[config.mk]
export PLATFORM = sky130hd
export DESIGN_NAME = alu_bist_ctrl
export DESIGN_NICKNAME = d
export VERILOG_FILES = /design/src/rtl/alu_bist_pkg.sv /design/src/rtl/alu_bist_ctrl_lfsr.sv /design/src/rtl/alu_bist_ctrl.sv
export SDC_FILE = /design/constraint.sdc
export NUM_CORES = 1
export LEC_CHECK = 0
export ABC_AREA = 1
export CAP_MARGIN = 30
export CORE_MARGIN = 3
export CORE_UTILIZATION = 60
export CTS_CLUSTER_DIAMETER = 120
export DETAILED_ROUTE_END_ITERATION = 16
export MAX_ROUTING_LAYER = met4
export PLACE_DENSITY = 0.81
export SLEW_MARGIN = 15
export SYNTH_ARGS = -nofsm -noshare
export SYNTH_HDL_FRONTEND = slang
export SYNTH_HIERARCHICAL = 1
export SYNTH_SLANG_ARGS = --single-unit
[constraint.sdc]
create_clock -name clk -period 7 [get_ports clk]
set_clock_uncertainty 0.05 [all_clocks]
set_input_delay 1.4 -clock clk [delete_from_list [all_inputs] [get_ports clk]]
set_output_delay 1.4 -clock clk [all_outputs]
set_load 0.01 [all_outputs]
[src/rtl/alu_bist_pkg.sv]
// Shared types, ALU select encodings, LFSR taps and the golden ALU model for the BIST controller.
package alu_bist_pkg;

    typedef enum logic [2:0] {
        ST_IDLE,
        ST_DRIVE,
        ST_WAIT,
        ST_CHECK,
        ST_NEXT,
        ST_FIN
    } state_t;

    localparam logic [2:0] OP_TFR = 3'd0;
    localparam logic [2:0] OP_ADD = 3'd1;
    localparam logic [2:0] OP_SUB = 3'd2;
    localparam logic [2:0] OP_DEC = 3'd3;
    localparam logic [2:0] OP_OR  = 3'd4;
    localparam logic [2:0] OP_XOR = 3'd5;
    localparam logic [2:0] OP_AND = 3'd6;
    localparam logic [2:0] OP_NOT = 3'd7;

    // x^32 + x^22 + x^2 + x + 1 in right-shifting Galois form
    localparam logic [31:0] LFSR_TAPS = 32'h80200003;

    // Returns {co, f}; co is only meaningful for the arithmetic ops
    function automatic logic [32:0] golden(input logic [2:0]  op,
                                           input logic [31:0] a,
                                           input logic [31:0] b,
                                           input logic        ci);
        logic [32:0] r;
        r = '0;
        case (op)
            OP_TFR:  r = {1'b0, a} + {32'b0, ci};
            OP_ADD:  r = {1'b0, a} + {1'b0, b} + {32'b0, ci};
            OP_SUB:  r = {1'b0, a} + {1'b0, ~b} + {32'b0, ci};
            OP_DEC:  r = {1'b0, a} + 33'h0FFFFFFFF + {32'b0, ci};
            OP_OR:   r = {1'b0, a | b};
            OP_XOR:  r = {1'b0, a ^ b};
            OP_AND:  r = {1'b0, a & b};
            default: r = {1'b0, ~a};
        endcase
        return r;
    endfunction

endpackage

[src/rtl/alu_bist_ctrl_lfsr.sv]
// 32-bit Galois LFSR with synchronous seed reload and step enable; a zero seed is replaced by 1.
module bist_lfsr32
    import alu_bist_pkg::*;
#(
    parameter logic [31:0] SEED = 32'h00000001
) (
    input  logic        clk,
    input  logic        rst,
    input  logic        load,
    input  logic        step,
    output logic [31:0] value
);

    localparam logic [31:0] SEED_EFF = (SEED == 32'h0) ? 32'h1 : SEED;

    always_ff @(posedge clk or posedge rst) begin
        if (rst) begin
            value <= SEED_EFF;
        end else if (load) begin
            value <= SEED_EFF;
        end else if (step) begin
            value <= {1'b0, value[31:1]} ^ (value[0] ? LFSR_TAPS : 32'h0);
        end
    end

endmodule

[src/rtl/alu_bist_ctrl.sv]
// BIST initiator for alu_32_bit: sweeps all select codes with LFSR operands and checks F/Co.
// Optional first-failure capture ports are enabled by defining ALU_BIST_CAPTURE_EN.
module alu_bist_ctrl
    import alu_bist_pkg::*;
#(
    parameter int          VECTORS_PER_OP = 16,
    parameter int          SETTLE_CYCLES  = 1,
    parameter logic [31:0] SEED_A         = 32'h81010101,
    parameter logic [31:0] SEED_B         = 32'h61616161
) (
    input  logic        clk,
    input  logic        rst,
    input  logic        start,
    output logic [31:0] a,
    output logic [31:0] b,
    output logic        S0,
    output logic        S1,
    output logic        S2,
    output logic        Ci,
    input  logic [31:0] F,
    input  logic        Co,
    output logic        busy,
    output logic        done,
    output logic        pass,
`ifdef ALU_BIST_CAPTURE_EN
    output logic [31:0] fail_a,
    output logic [31:0] fail_b,
    output logic [2:0]  fail_op,
    output logic        fail_ci,
    output logic [31:0] fail_f,
    output logic        fail_co,
`endif
    output logic [15:0] err_cnt
);

    localparam logic [7:0] K_LAST    = 8'(VECTORS_PER_OP - 1);
    localparam logic [3:0] WAIT_LAST = 4'(SETTLE_CYCLES - 1);

    state_t      state_reg;
    logic [2:0]  op_reg;
    logic [7:0]  k_reg;
    logic [3:0]  wait_reg;
    logic        arm_reg;
    logic [31:0] lfsr_a;
    logic [31:0] lfsr_b;
    logic        lfsr_load;
    logic        lfsr_step;
    logic        k_last;
    logic        start_ok;
    logic [32:0] expect_val;
    logic        mismatch;

    // arm_reg blocks a start that lands on the first edge after reset release
    assign start_ok  = start && arm_reg;
    assign k_last    = (k_reg == K_LAST);
    assign lfsr_load = ((state_reg == ST_IDLE) && start_ok) || ((state_reg == ST_NEXT) && k_last);
    assign lfsr_step = (state_reg == ST_NEXT) && !k_last;

    assign expect_val = golden({S2, S1, S0}, a, b, Ci);
    assign mismatch   = (F != expect_val[31:0]) || (!S2 && (Co != expect_val[32]));

    bist_lfsr32 #(.SEED(SEED_A)) u_lfsr_a (
        .clk   (clk),
        .rst   (rst),
        .load  (lfsr_load),
        .step  (lfsr_step),
        .value (lfsr_a)
    );

    bist_lfsr32 #(.SEED(SEED_B)) u_lfsr_b (
        .clk   (clk),
        .rst   (rst),
        .load  (lfsr_load),
        .step  (lfsr_step),
        .value (lfsr_b)
    );

    always_ff @(posedge clk or posedge rst) begin
        if (rst) begin
            state_reg <= ST_IDLE;
            op_reg    <= 3'd0;
            k_reg     <= 8'd0;
            wait_reg  <= 4'd0;
            arm_reg   <= 1'b0;
            a         <= 32'h0;
            b         <= 32'h0;
            {S2, S1, S0} <= 3'b000;
            Ci        <= 1'b0;
            busy      <= 1'b0;
            done      <= 1'b0;
            pass      <= 1'b0;
            err_cnt   <= 16'h0;
`ifdef ALU_BIST_CAPTURE_EN
            fail_a    <= 32'h0;
            fail_b    <= 32'h0;
            fail_op   <= 3'd0;
            fail_ci   <= 1'b0;
            fail_f    <= 32'h0;
            fail_co   <= 1'b0;
`endif
        end else begin
            arm_reg <= 1'b1;
            case (state_reg)
                ST_IDLE: begin
                    done <= 1'b0;
                    if (start_ok) begin
                        state_reg <= ST_DRIVE;
                        busy      <= 1'b1;
                        pass      <= 1'b0;
                        op_reg    <= 3'd0;
                        k_reg     <= 8'd0;
                        err_cnt   <= 16'h0;
`ifdef ALU_BIST_CAPTURE_EN
                        fail_a    <= 32'h0;
                        fail_b    <= 32'h0;
                        fail_op   <= 3'd0;
                        fail_ci   <= 1'b0;
                        fail_f    <= 32'h0;
                        fail_co   <= 1'b0;
`endif
                    end
                end
                ST_DRIVE: begin
                    a            <= lfsr_a;
                    b            <= lfsr_b;
                    {S2, S1, S0} <= op_reg;
                    Ci           <= ~k_reg[0];
                    wait_reg     <= 4'd0;
                    state_reg    <= ST_WAIT;
                end
                ST_WAIT: begin
                    if (wait_reg == WAIT_LAST) begin
                        state_reg <= ST_CHECK;
                    end else begin
                        wait_reg <= wait_reg + 4'd1;
                    end
                end
                ST_CHECK: begin
                    if (mismatch) begin
                        if (err_cnt != 16'hFFFF) begin
                            err_cnt <= err_cnt + 16'd1;
                        end
`ifdef ALU_BIST_CAPTURE_EN
                        if (err_cnt == 16'h0) begin
                            fail_a  <= a;
                            fail_b  <= b;
                            fail_op <= {S2, S1, S0};
                            fail_ci <= Ci;
                            fail_f  <= F;
                            fail_co <= Co;
                        end
`endif
                    end
                    state_reg <= ST_NEXT;
                end
                ST_NEXT: begin
                    if (k_last) begin
                        k_reg  <= 8'd0;
                        op_reg <= op_reg + 3'd1;
                        if (op_reg == OP_NOT) begin
                            state_reg <= ST_FIN;
                            done      <= 1'b1;
                            busy      <= 1'b0;
                            pass      <= (err_cnt == 16'h0);
                        end else begin
                            state_reg <= ST_DRIVE;
                        end
                    end else begin
                        k_reg     <= k_reg + 8'd1;
                        state_reg <= ST_DRIVE;
                    end
                end
                ST_FIN: begin
                    done      <= 1'b0;
                    state_reg <= ST_IDLE;
                end
                default: state_reg <= ST_IDLE;
            endcase
        end
    end

endmodule

# [Yosys cells after proc, flatten, opt, wreduce, memory -nomap -nowiden]
# Cells that the tools add are included.
[op_classes] addsub=11 n_bitwise=8 n_eq_ne=23 reduce_logical=26 n_mux=35
[ops] cell="$pmux 33 s7" count=1
[ops] cell="$mux 32" count=6
[ops] cell="$add 33x1->33" count=3
[ops] cell="$add 32x32->33" count=2
[ops] cell="$not 32->32" count=2
[ops] cell="$xor 31x32->32" count=2
[ops] cell="$mux 16" count=3
[ops] cell="$add 32x1->33" count=1
[ops] cell="$add 32x32->33 const B" count=1
[ops] cell="$and 32x32->32" count=1
[ops] cell="$ne 32x32->1" count=1
[ops] cell="$or 32x32->32" count=1
[ops] cell="$pmux 16 s2" count=1
[ops] cell="$xor 32x32->32" count=1
[ops] cell="$eq 3x3->1 const B" count=6
[ops] cell="$mux 3" count=6
[ops] cell="$add 16x1->16 const B" count=1
[ops] cell="$logic_not 16->1" count=1
[ops] cell="$mux 8" count=2
[ops] cell="$ne 16x16->1 const B" count=1
[ops] cell="$pmux 8 s2" count=1
[ops] cell="$pmux 3 s5" count=1
[ops] cell="$eq 3x2->1 const B" count=4
[ops] cell="$ne 2x2->1 const B" count=6
[ops] cell="other kinds (23)" count=48
[totals] wordCells=120 output_inout_bits=87 reg_bits=170

# [Longest topological paths before layout]
# Gate-level depths: netlist (run 1).
[depth] depth_word=9 ltp_mapped=29 ltp_nobuf=26

# [Cells and area by module]
# Netlist (run 1), hierarchy kept.
[modules_own_cells] module="alu_bist_ctrl" cells_per_inst=2514 area_per_inst_um2=14197.4 n_inst=1
[modules_own_cells] module="bist_lfsr32 at u_lfsr_a" cells_per_inst=144 area_per_inst_um2=1308.8 n_inst=1
[modules_own_cells] module="bist_lfsr32 at u_lfsr_b" cells_per_inst=141 area_per_inst_um2=1283.7 n_inst=1

# [Least setup slack after synthesis (run 1)]
# No wires, ideal clock.
[synth_path] path_type="flip-flop to flip-flop" from="register a[0]" to="register err_cnt[6]" path_buffers=1 t_arrival_ns=3.014 path_stages_with_launch=23 period_less_slack_ns=3.181 path_slack_ns=3.819 setup_time_ns=0.117 t_required_ns=6.833 path_cell_list="dfrtp_1 > inv_1 > fa_1 > fa_1 > inv_1 > nand2_1 > nand3_1 > nand2_1 > nand2_1 > nand3_1 > nand3_1 > nand2_1 > nand3_1 > nand3_1 > nand3_1 > nand2_1 > nor2_1 > nand2_1 > nor2_2 > nand3_4 > buf_2 > nand3_1 > nand2_1"
[synth_via] elab_chain_cells=8 elab_cells_between_ends=18 cone_classes="add/sub: 7; eq/ne: 3; mux: 1; bitwise: 4; reduce/logical: 3"
[synth_rtl] item="from (decl)" line="alu_bist_ctrl.sv:14" rtl="output logic [31:0] a,"
[synth_rtl] item="from (signal assigned)" line="alu_bist_ctrl.sv:124" rtl="a <= lfsr_a;"
[synth_rtl] item="$add 32x32->33 (on tied branches)" line="alu_bist_pkg.sv:36, alu_bist_pkg.sv:34, alu_bist_pkg.sv:35"
[synth_rtl] item="$add 33x1->33 (on tied branches)" line="alu_bist_pkg.sv:36, alu_bist_pkg.sv:34, alu_bist_pkg.sv:35"
[synth_rtl] item="$pmux 33 s7 (*)" line="alu_bist_pkg.sv:32" rtl="case (op)"
[synth_rtl] item="parallel branches: the longest is 2 deep, another holds $ne 32x32->1"
[synth_rtl] item="$logic_or 1x1->1 (*)" line="alu_bist_ctrl.sv:60" rtl="assign mismatch = (F != expect_val[31:0]) || (!S2 && (Co != expect_val[32]));"
[synth_rtl] item="$ne 2x2->1 (no line) (*)"
[synth_rtl] item="$reduce_and 4->1 (no line) (*)"
[synth_rtl] item="to (signal assigned)" line="alu_bist_ctrl.sv:141" rtl="err_cnt <= err_cnt + 16'd1;"
[synth_rtl] item="to (decl)" line="alu_bist_ctrl.sv:33" rtl="output logic [15:0] err_cnt"
# Mark *: on every way between the ends.
# A chain may end at the register's enable or synchronous reset.

# [Worst setup path in the final report (run 1)]
[layout_path] from="register a[0]" to="register err_cnt[12]"
# Same word-level chain as after synthesis.

==> results of run 1 <==
## kinds of logic after synthesis
group	count (synthesis)	synth area share
xor+xnor	17	0.00887
fa+ha+maj	110	0.0838
simple gates	1663	0.421
flops	170	0.255
compound gates	346	0.113
buf+inv	492	0.119
other cells	1	0.000223
## metal layers
layer	share of wire	routed length (um)
met5	0	0
met2	0.43	29900
met3	0.14	9380
met4	0.056	3910
met1	0.38	26200
## cell type report
type                    count  share of cell area
clock buffers              17              0.0228
inverters                 399              0.0803
flip-flops and latches    170               0.229
repair buffers            133              0.0718
clock inverters            15             0.00803
well taps                 372              0.0249
multi-input cells        2137               0.563
## per-stage QoR
stage          hold WS, ns  utilization
2_1_floorplan        0.395            -
3_3_place_gp         0.414        0.662
3_5_place_dp         0.422        0.665
4_1_cts              0.450        0.686
5_1_grt              0.472        0.686
6_report             0.450        0.686
## power by group
group | switching, mW | internal (mW) | total (mW) | leakage (nW)
Clock | 0.447 | 0.475 | 0.922 | 0.283
Combinational | 3.12 | 1.32 | 4.44 | 6.98
Sequential | 0.428 | 1.26 | 1.69 | 2.24
Total | 4.00 | 3.05 | 7.05 | 9.50
## cell usage after synthesis, types with 2 or more instances
cell,instances
nand2_1,939
inv_1,380
nor2_1,284
nand3_1,276
o21ai_0,168
dfrtp_1,153
ha_1,106
a21oi_1,98
buf_2,49
nand4_1,42
nor3_1,39
o22ai_1,28
dfstp_2,17
nor2_2,17
inv_2,16
xor2_1,16
clkbuf_1,15
o21bai_1,15
buf_4,12
nand2_2,12
nand3b_1,12
buf_1,8
nor2_4,8
nor4_1,8
o21ai_1,8
a211oi_1,7
a221oi_1,7
and3_1,6
buf_6,5
nor3_2,5
a31oi_1,4
clkbuf_2,4
fa_1,4
and2_1,3
clkinv_1,3
nor3b_1,3
o211ai_1,3
or2_2,3
nand3_2,2
o32ai_1,2
## how the worst max path moves through the flow
stage | startpoint | endpoint | depth (start not counted)
CTS | a[0] | err_cnt[0] | 22
global route | a[0] | err_cnt[0] | 22
finish | a[0] | err_cnt[12] | 22
floorplan | rst | Ci | 1
global placement | a[10] | err_cnt[15] | 19
detailed placement | a[0] | err_cnt[0] | 22
## worst max-delay path: stages (launching register included)
cell and delay (ns):
dfrtp_1 0.47, inv_1 0.20, fa_1 0.58, fa_1 0.46, inv_1 0.14, nand2_1 0.09, nand3_1 0.15, nand2_1 0.09
nand2_1 0.17, nand3_1 0.18, nand3_1 0.16, nand3_1 0.08, nand2_1 0.09, nand2_1 0.11, nand3_1 0.11, nand2_1 0.15
nand3_1 0.17, nand3_1 0.24, nor2_2 0.22, nand3_4 0.25, nand2_4 0.27, nand2_1 0.10, nand2_1 0.06
==> run metrics, run 1 <==
status finished, final reports clean; CTS root buffer clkbuf_16; ys async rst share 1.00; initial core utilization 0.616; die footprint 30000 sq um; Worst Slack Setup Final 2.31 ns; Total GRT Usage 0.461; commonest non-fill, non-tap cell in the layout nand2_1; Cell Area, Synth 16800 sq um; worst vdd ir 0.358 mV; Worst Hold Depth 2; slew at the pin closest to its max-slew limit 1.02 ns; HPWL Detailed 53.7 mm; clock slew at reported path FFs 0.08 ns; Pwr Total 7.05 mW; Area after DPL 18100 sq um; share of the synthesized area in the top cell type 0.228; Register Area 4280 sq um; DRT iter0 DRCs 3198; drt via density 6.21; postcts setup bufs 0; Avg Cell Area, Syn 6.00 sq um; Final period util 0.670; CTS tree done; largest net degree at the start of global routing 76; Area Growth Syn to Fin 11.3%; post-synthesis sequential area ratio 0.255; fmax 0.213 GHz; reg2reg setup slack 2.31 ns; global-route wire length before repair 105 mm; port bufs 122; slew margin rel. 0.316; GRT met2 Usage 0.691; FF+latch count, synth 170; grt total ovfl 0; Max-Cap Viols 0; fin crit period 4.69 ns; wire per inst 21.4 um; Vias 20100; total wire length 69.4 mm; Die Height 173 um; min-delay worst type register to register; Setup WS pre-CTS 2.66 ns; FF-to-FF End err_cnt[12]; I/O pin count 123; Inserted Diodes 0; Setup TNS Final 0 ns; core footprint 27300 sq um; worst path required time 7.31 ns; max-slew violations 0; Rows 60; critical path capture point type register; initial antenna violation count 0; Post-CTS Hold Buffers 0; # nets final 3004; most frequent cells in the layout nand2_1, inv_1, nor2_1; layout cell share with drive strength beyond 1 0.0456; Clock Sinks 170; post-synthesis cell count 2799; Multi-input gate area 10500 sq um; power per cell area 377 nW/um^2; vias in the first global route 18500; CTS HTree Levels 4; final setup violation count 0; crit start category register; WP data arrival 5.00 ns; Critical R2R Launch a[0]; R2R cell count 22; Longest Clk Path Bufs 2; GR Util met3 0.101; top cells by area, synth dfrtp_1, nand2_1, inv_1; distinct cell type count after synthesis 52; Resize count post-CTS 0; RSZ-0062 raised after global routing no; Worst Hold Launch pass; Pre-antenna DRT Iters 9; final hold vios 0; routability cong. 1.18; Die Width 173 um; Worst-Skew Late Latency 0.43 ns; Post-synth EDFFs 0; post-route cell area 18700 sq um; gr busiest metal met2; DRC errors left 0; GRT met1 Usage 0.604; yosys warns 6; post-synth top area cell dfrtp_1; syn_nets 2945; crit path max fanout 17; Hold EP pass; final-layout fill cell count 2343; antenna viol nets, final 0; non-filler instance count after layout 3243; Placed Instances 3211; ys flop type dfrtp_1; number of CTS-inserted buffers 17; Leak 9.50 nW; Crit Path Class register to register
Power figures use the tool's default switching activity.
==> run 2, diff against run 1 <==
Settings changed: CORE_UTILIZATION 60 to 55, PLACE_DENSITY 0.81 to 0.79.
Clock period 7 ns to 4.2 ns, I/O delays scaled along.
==> run 2 against run 1 <==
  * Global-route usage fell by 2.0 points
  * Worst hold slack better by 0.0068 ns
  * Non-clock buffer count is 107 higher
  * Critical path depth unchanged
  * First-iteration DRC count down 12%
  * Critical path type unchanged
  * Via count up 0.81%
==> run metrics, run 2 (synthesis results as in run 1) <==
Die Height 181 um; initial antenna violation count 0; antenna viol nets, final 0; Clock Sinks 170; Rows 63; Placed Instances 3334; Total GRT Usage 0.441; Pwr Total 12.4 mW; reg2reg setup slack 0.23 ns; power per cell area 635 nW/um^2; critical path capture point type register; CP dominant cell by count nand3_1; final hold vios 0; max-slew violations 0; I/O pin count 123; FF-to-FF End err_cnt[2]; Worst-Skew Late Latency 0.43 ns; most frequent cells in the layout nand2_1, inv_1, nor2_1; fin crit period 3.97 ns; CTS tree done; Leak 10.0 nW; WP data arrival 4.23 ns; non-filler instance count after layout 3368; DRT iter0 DRCs 2802; slew at the pin closest to its max-slew limit 0.735 ns; DRC errors left 0; Inserted Diodes 0; status finished, final reports clean; # nets final 3111; port bufs 122; CTS HTree Levels 4; min-delay worst type register to register; core footprint 29900 sq um; slew margin rel. 0.509; Pre-antenna DRT Iters 8; Setup TNS Final 0 ns; Worst Hold Launch u_lfsr_b/value[20]; fmax 0.252 GHz; Final period util 0.945; Worst Hold Depth 2; worst path required time 4.46 ns; Area Growth Syn to Fin 16.6%; global-route wire length before repair 109 mm; Area after DPL 18900 sq um; Reg power frac 0.208; layout cell share with drive strength beyond 1 0.0809; Net Sw Frac 0.544; total wire length 72.3 mm; Die Width 181 um; Worst Slack Setup Final 0.229 ns; crit path max fanout 7; grt total ovfl 0; wire per inst 21.5 um; worst vdd ir 0.632 mV; Crit-path slowest cell fa_2; Hold EP u_lfsr_b/value[19]; vias in the first global route 18600; crit path cell chain inv_2 > fa_2 > fa_1 > inv_1 > nand2_1 > nand3_1 > nand3_1 > nand3_1 > nand2_1 > nand3_1 > nand3_1 > nand3_1 > nand2_1 > inv_1 > nand2_1 > nor2_1 > nand4_1 > nor2_2 > nand3_4 > buf_4 > nand3_1 > nand2_1; crit start category register; commonest non-fill, non-tap cell in the layout nand2_1; largest net degree at the start of global routing 137; Logic pwr share 0.658; CP top delay family simple AND/OR/NAND/NOR gates; clock power share 0.134; initial core utilization 0.562; CTS root buffer clkbuf_16; P_sw 6.76 mW; die footprint 32700 sq um; number of CTS-inserted buffers 17; Setup WS pre-CTS 0.253 ns; RSZ-0062 raised after global routing no; post-route cell area 19600 sq um; HPWL Detailed 57.4 mm; routability cong. 1.09; clock slew at reported path FFs 0.07 ns; Crit Path Class register to register; R2R cell count 22; Critical R2R Launch a[0]; drt via density 6.03; Longest Clk Path Bufs 2; CP Buf/Inv Count 4; Vias 20300; Max-Cap Viols 0; Crit path largest cell delay 0.48 ns; final setup violation count 0; Int Pwr 5.67 mW
## run 2: changes by cell type in the layout (fill, tap and decap cells not counted), moves of 3 or more
cell / before / now
buf_4: 7 / 114
inv_8: 5 / 0
buf_12: 0 / 3
bufinv_16: 0 / 3
clkbuf_8: 0 / 3
## run 2: per-layer routing
layer,track usage,vias to the layer above,routed length (um)
met5,-,-,0
met2,0.658,1423,30800
met1,0.604,9423,29200
met4,0.162,0,3310
li1,-,9235,-
met3,0.0789,216,8940
## run 2: how the worst max path moves through the flow
stage | to | slack (ns) | from | cells after the start
after global routing | err_cnt[2] | 0.01 | a[0] | 22
after detailed placement | err_cnt[14] | 0.25 | a[0] | 22
after global placement | err_cnt[13] | 0.39 | a[0] | 24
after floorplan | Ci | 0.52 | rst | 1
after CTS | err_cnt[14] | 0.21 | a[0] | 22
final | err_cnt[2] | 0.23 | a[0] | 22
## run 2: power by group through the flow
| stage | combinational [mW] | sequential [mW] | clock, mW |
|---|---|---|---|
| floorplan | 4.70 | 2.59 | 0 |
| global placement | 7.63 | 2.53 | 0 |
| detailed placement | 7.74 | 2.57 | 0 |
| CTS | 7.82 | 2.55 | 1.66 |
| global route | 8.80 | 2.62 | 1.72 |
| finish | 8.18 | 2.58 | 1.66 |
## run 2: what timing repair did
item	CTS	global route
setup endpoints to repair	0	16
hold buffers	0	0
setup buffers	0	2
gates resized for setup	0	4
## run 2: final cells by class
class,instances,area (sq um)
tap,390,488
fill,2623,10300
timing repair buffer,240,2150
sequential,170,4280
clock buffer,20,467
multi-input combinational,2137,10500
clock inverter,12,161
inverter,399,1500
## run 2: tightest hold or removal path, stage by stage, from the launching register on
cell	delay [ns]
dfrtp_1	0.37
nand2_1	0.06
nand2_1	0.05
## run 2: stage by stage
step / hold WS [ns] / util
3_3_place_gp: 0.405 / 0.633
6_report: 0.457 / 0.656
3_5_place_dp: 0.424 / 0.634
4_1_cts: 0.455 / 0.655
5_1_grt: 0.478 / 0.656
2_1_floorplan: 0.395 / -
